**config.mk**
```make
export PLATFORM = sky130hd
export DESIGN_NAME = fifo_ptr_ctrl
export DESIGN_NICKNAME = d
export VERILOG_FILES = /design/src/rtl/fifo_pkg.sv /design/src/rtl/bin2gray.sv /design/src/rtl/gray2bin.sv /design/src/rtl/fifo_ptr_ctrl.sv
export SDC_FILE = /design/constraint.sdc
export NUM_CORES = 1
export LEC_CHECK = 0
export CAP_MARGIN = 25
export CORE_MARGIN = 10
export CORE_UTILIZATION = 44
export CTS_CLUSTER_DIAMETER = 120
export DETAILED_ROUTE_END_ITERATION = 16
export PLACE_DENSITY = 0.78
export SYNTH_ARGS = -nofsm -noshare
export SYNTH_HDL_FRONTEND = slang
export SYNTH_SLANG_ARGS = --single-unit
```
**constraint.sdc**
```tcl
create_clock -name clk_i -period 7.21 [get_ports clk_i]
set_input_delay 0.721 -clock clk_i [delete_from_list [all_inputs] [get_ports clk_i]]
set_output_delay 0.721 -clock clk_i [all_outputs]
set_load 0.01 [all_outputs]
```
**src/rtl/fifo_pkg.sv**
```systemverilog
// Shared definitions for the async FIFO pointer controllers: side selection
// constants, the full-compare pattern and a gray-to-binary helper.
package fifo_pkg;

   localparam bit FIFO_SIDE_WR = 1'b1;
   localparam bit FIFO_SIDE_RD = 1'b0;

   // Full pattern: the remote gray pointer with its top two bits inverted.
   // For a 2-bit pointer (depth 2) this inverts both bits, which is exactly
   // the "top two bits alone" case. Pointer width must be 2..32.
   function automatic logic [31:0] full_pattern(input logic [31:0] gray,
                                                input int unsigned ptr_w);
      return gray ^ (32'd3 << (ptr_w - 2));
   endfunction

   // Gray to binary, zero-extended operands: bit i is the XOR of all bits >= i.
   function automatic logic [31:0] gray_to_bin(input logic [31:0] gray);
      logic [31:0] b;
      b = '0;
      for (int i = 0; i < 32; i++) begin
         b[i] = ^(gray >> i);
      end
      return b;
   endfunction

endpackage

```
**src/rtl/bin2gray.sv**
```systemverilog
// Binary to reflected gray code conversion (combinational).
module bin2gray #(
   parameter int DATA_WIDTH = 4
) (
   input  logic [DATA_WIDTH-1:0] bin_i,
   output logic [DATA_WIDTH-1:0] gray_o
);

   assign gray_o = bin_i ^ (bin_i >> 1);

endmodule

```
**src/rtl/gray2bin.sv**
```systemverilog
// Gray to binary conversion as a combinational XOR prefix from the MSB down.
module gray2bin #(
   parameter int DATA_WIDTH = 4
) (
   input  logic [DATA_WIDTH-1:0] gray_i,
   output logic [DATA_WIDTH-1:0] bin_o
);

   // Each binary bit is the parity of the gray bits at and above it.
   always_comb begin
      bin_o = '0;
      for (int i = 0; i < DATA_WIDTH; i++) begin
         bin_o[i] = ^(gray_i >> i);
      end
   end

endmodule

```
**src/rtl/fifo_ptr_ctrl.sv**
```systemverilog
// Pointer/flag controller for one side of a dual-clock FIFO. Owns the local
// binary/gray pointer, synchronises the remote gray pointer and produces
// registered full/empty, fill level, almost flag and a sticky error.
//
// Handshake: inc_i is a request that is taken on a rising clk_i edge only when
// flag_o is low (accepted = inc_i & ~flag_o). A request seen while flag_o is
// high is dropped, leaves the pointer unchanged and sets err_o until reset.
module fifo_ptr_ctrl
   import fifo_pkg::*;
#(
   parameter int ADDR_WIDTH  = 5,
   parameter bit IS_WR       = FIFO_SIDE_WR,
   parameter int SYNC_STAGES = 2,   // legal range 2..4
   parameter int THRESH      = 4
) (
   input  logic                  clk_i,
   input  logic                  rstn_i,
   input  logic                  inc_i,
   input  logic [ADDR_WIDTH:0]   ptr_gray_remote_i,
   output logic [ADDR_WIDTH-1:0] addr_o,
   output logic [ADDR_WIDTH:0]   ptr_gray_o,
   output logic                  flag_o,
   output logic                  almost_o,
   output logic [ADDR_WIDTH:0]   level_o,
   output logic                  err_o
);

   localparam int unsigned PW    = ADDR_WIDTH + 1;
   localparam int          DEPTH = 1 << ADDR_WIDTH;
   localparam logic [PW-1:0] ALMOST_FULL_LVL  = PW'(DEPTH - THRESH);
   localparam logic [PW-1:0] ALMOST_EMPTY_LVL = PW'(THRESH);
   localparam bit FLAG_RST = (IS_WR == FIFO_SIDE_RD);

   logic [PW-1:0] r_bin;
   logic [PW-1:0] r_gray;
   logic [PW-1:0] r_level;
   logic          r_flag;
   logic          r_almost;
   logic          r_err;

   logic          w_acc;
   logic [PW-1:0] w_bin_next;
   logic [PW-1:0] w_gray_next;
   logic [PW-1:0] w_rgray_s;
   logic [PW-1:0] w_rbin_s;
   logic [PW-1:0] w_level_next;
   logic          w_flag_next;
   logic          w_almost_next;

   assign w_acc      = inc_i & ~r_flag;
   assign w_bin_next = r_bin + PW'(w_acc);

   bin2gray #(.DATA_WIDTH(PW)) u_bin2gray (
      .bin_i  (w_bin_next),
      .gray_o (w_gray_next)
   );

   // Remote pointer synchroniser: a chain of SYNC_STAGES flops.
   for (genvar s = 0; s < SYNC_STAGES; s++) begin : g_sync
      logic [PW-1:0] r_stage;
      if (s == 0) begin : g_first
         // First stage samples the asynchronous remote pointer.
         always_ff @(posedge clk_i or negedge rstn_i) begin
            if (!rstn_i) r_stage <= '0;
            else         r_stage <= ptr_gray_remote_i;
         end
      end else begin : g_next
         // Later stages resolve metastability of the previous stage.
         always_ff @(posedge clk_i or negedge rstn_i) begin
            if (!rstn_i) r_stage <= '0;
            else         r_stage <= g_sync[s-1].r_stage;
         end
      end
   end

   assign w_rgray_s = g_sync[SYNC_STAGES-1].r_stage;

   gray2bin #(.DATA_WIDTH(PW)) u_gray2bin (
      .gray_i (w_rgray_s),
      .bin_o  (w_rbin_s)
   );

   // Next flag, level and almost, all derived from the post-update pointer so
   // the flag asserts on the very edge that fills or empties the FIFO.
   always_comb begin
      w_flag_next   = 1'b0;
      w_level_next  = '0;
      w_almost_next = 1'b0;
      if (IS_WR == FIFO_SIDE_WR) begin
         w_flag_next   = (32'(w_gray_next) == full_pattern(32'(w_rgray_s), PW));
         w_level_next  = w_bin_next - w_rbin_s;
         w_almost_next = (w_level_next >= ALMOST_FULL_LVL);
      end else begin
         w_flag_next   = (w_gray_next == w_rgray_s);
         w_level_next  = w_rbin_s - w_bin_next;
         w_almost_next = (w_level_next <= ALMOST_EMPTY_LVL);
      end
   end

   // Pointer, flags, level and sticky error registers.
   always_ff @(posedge clk_i or negedge rstn_i) begin
      if (!rstn_i) begin
         r_bin    <= '0;
         r_gray   <= '0;
         r_level  <= '0;
         r_flag   <= FLAG_RST;
         r_almost <= FLAG_RST;
         r_err    <= 1'b0;
      end else begin
         r_bin    <= w_bin_next;
         r_gray   <= w_gray_next;
         r_level  <= w_level_next;
         r_flag   <= w_flag_next;
         r_almost <= w_almost_next;
         r_err    <= r_err | (inc_i & r_flag);
      end
   end

   assign addr_o     = r_bin[ADDR_WIDTH-1:0];
   assign ptr_gray_o = r_gray;
   assign flag_o     = r_flag;
   assign almost_o   = r_almost;
   assign level_o    = r_level;
   assign err_o      = r_err;

endmodule
```
==> reports/results.ini <==
[min_path]
hold_path.class=reg2reg
min-delay-start=g_sync[0].r_stage[5]
holdPathStages=0

[timing]
fin_crit_sh=0.4929
period_minus_slack_ns=3.554
setup_viol=0
fin_skew_ns=0.005333
finalSetupTns_ns=0
worstMarginPinSlew_ns=0.5502
max_freq_ghz=0.2814
rsz0062_at_grt=no
finalMaxSlewViolations=0
relSlewSlack=0.6319
fin_ws_ns=3.656
hold_violations=0

[setup_path]
cp-startpoint=inc_i
worstSetupStartpointType=input port
crit_cells=13
slowest_stage=clkdlybuf4s50_1
path_buf_inv=2
crit_required_ns=7.42
criticalPathCategory=in2reg
critPathMaxStageDelay_ns=0.47
cp_common_cell=ha_1
reg2reg_from=g_sync[1].r_stage[5]
crit_chain=clkdlybuf4s50_1 > nor2b_1 > ha_1 > nand2_1 > xor2_1 > inv_1 > ha_1 > o21a_1 > o31a_1 > or4b_1 > nand4_1 > xnor2_1 > a31o_1
crit_family=simple AND/OR/NAND/NOR gates
crit_path_max_fanout=5
end_kind=flop
worstPathArrival_ns=3.76
reg2regPathDepth=13

[clock_tree]
root_buffer=clkbuf_4
cts-resized-gates=0
clock_sinks=32
clockBufferDepth=2
post-cts-setup-buffers=0
numCtsBuffers=5
clk_latency_ns=0.31
ctsHoldBuffers=0
htree_levels=2
cts_tree=yes
cts.reportedPaths.clkPinSlew_ns=0.08

[die]
io_pins=29
num_rows=20
die_x_um=75.62
initial_utilization=0.4533
core_um2=3003
fp.dieH_um=75.62
fp.dieArea_um2=5718

[drt]
drt_iter0_markers=57
drc=0
wirelength_um=2341
drt_pass1_iterations=5
vias=872
viasPerCell=5.099
drt-wirelength-per-cell_um=13.69
ant_nets=0

[placement]
portBuffers=28
post-dp-hpwl_um=1881
place_ws_ns=3.319
routabilityCongestion=0.7099
place_area_um2=1690

[synthesis]
synthCells=104
synth_edf_count=0
synth_area_um2=1361
async_flop_share=1.000
synth_warnings=0
synth_cell_type_count=30
synth_top_area_cell=dfrtp_1
yosysSeqAreaShare=0.5882
synthTopCellsByArea=dfrtp_1, xnor2_1, xor2_1, ha_1, inv_1
synth.avg_cell_area_um2=13.09
syn_nets=120
synth_top_cell_area_share=0.5882
synth_seq_cells=32
synthFlopType=dfrtp_1

[global_routing]
grt_max_degree=33
grtUsageTotal=0.09190
grt_pass1_vias=895
overflow=0
grt_pass1_wl_um=3912
antenna_found_initial=0

[layout]
postLayoutCoreUtil=0.5754
syn2layout_area_growth_pct=26.93
fin_nets=156
antenna_cells=0
drive_gt1_frac=0.06522
final_area_um2=1728

[outcome]
status=finished, final reports clean

[power_and_ir_drop]
leakage_nw=0.7495
powerDensity_nw_per_um2=481.1
irDropWorstVdd_mv=0.1515
fin_total_pwr_mw=0.8313

[job]
maxCapViolCount=0

[registers in the layout, summed over array words and instances, names as in the netlist]
signal          count
err_o               1
level_o             6
g_sync.r_stage     12
flag_o              1
r_bin               6
almost_o            1
ptr_gray_o          5
[final cells by class]
type                    count  area, um^2
well taps                  33       41.29
fillers                   253        1275
flip-flops and latches     32       800.8
multi-input cells          65       534.3
repair buffers             29       287.8
clock buffers               5       37.54
inverters                   7       26.28
[worst register-to-register path: stages (launching register included)]
cell     delay (ns)
dfrtp_1        0.42
xor2_1         0.27
xnor2_1        0.21
xor2_1         0.29
xor2_1         0.35
xnor2_1        0.17
ha_1           0.19
inv_1          0.05
fa_1           0.40
a21o_1         0.20
a21oi_1        0.16
xnor2_1        0.15
xnor2_1        0.10
a31o_1         0.22
[power by group]
part           switching [mW]  total, mW  internal, mW
combinational           0.227      0.469         0.241
clock                  0.0497     0.0821        0.0325
sequential             0.0356      0.281         0.245
total                   0.313      0.831         0.519
[cell families (layout without fill, tap and decap cells)]
kind of cell,Yosys count,in the layout,synth area share
XOR/XNOR,25,25,0.1664
adder cells (fa/ha/maj),7,7,0.06985
AND/OR/NAND/NOR,20,20,0.08733
flip-flops,32,32,0.5882
buffers and inverters,7,41,0.01930
AO/OA/AOI/OAI,13,13,0.06893
[per-stage QoR]
step	hold WS [ns]	instances
after CTS	0.3556	171
after floorplan	0.3312	104
after global routing	0.3664	171
after global placement	0.3322	166
after detailed placement	0.3373	166
final	0.3532	171
[layout by cell type (no fill, tap or decap), types with 2 or more instances in the layout]
cell / synthesis / layout
a21o_1: 2 / 2
clkbuf_4: 0 / 5
clkdlybuf4s50_1: 0 / 28
dfrtp_1: 32 / 32
ha_1: 6 / 6
inv_1: 6 / 6
nand2_1: 2 / 2
nand3_1: 3 / 3
nor2_1: 3 / 3
nor2b_1: 2 / 2
nor3_1: 2 / 2
o211ai_1: 2 / 2
o21a_1: 2 / 2
o21ai_0: 2 / 2
xnor2_1: 15 / 15
xor2_1: 9 / 9
[routing by layer]
metal / vias to the layer above / share of wire / GRT usage
li1: 419 / - / -
met3: 4 / 0.065 / 0.04818
met4: 0 / 0.012 / 0.03093
met2: 21 / 0.51 / 0.1586
met5: - / 0 / 0
met1: 428 / 0.41 / 0.09321
[synth_stat cells (all sizes together), types with 2 or more instances]
master	count
o21ai	2
nor3	2
xor2	10
nand3	3
nand2	2
nand4	2
nor2b	2
a21o	2
o211ai	2
nor2	3
o21a	2
ha	6
xnor2	15
inv	7
dfrtp	32
[path summary, 6_finish.rpt]
| check | end | slack, ns |
|---|---|---|
| setup / recovery | almost_o | 3.66 |
| hold / removal | g_sync[1].r_stage[5] | 0.35 |
| setup reg to reg | almost_o | 3.92 |
| hold reg to reg | g_sync[1].r_stage[5] | 0.35 |
| max in group asynchronous | level_o[3] | 6.14 |
| min in group asynchronous | ptr_gray_o[0] | 0.79 |
Power figures use the tool's default switching activity.
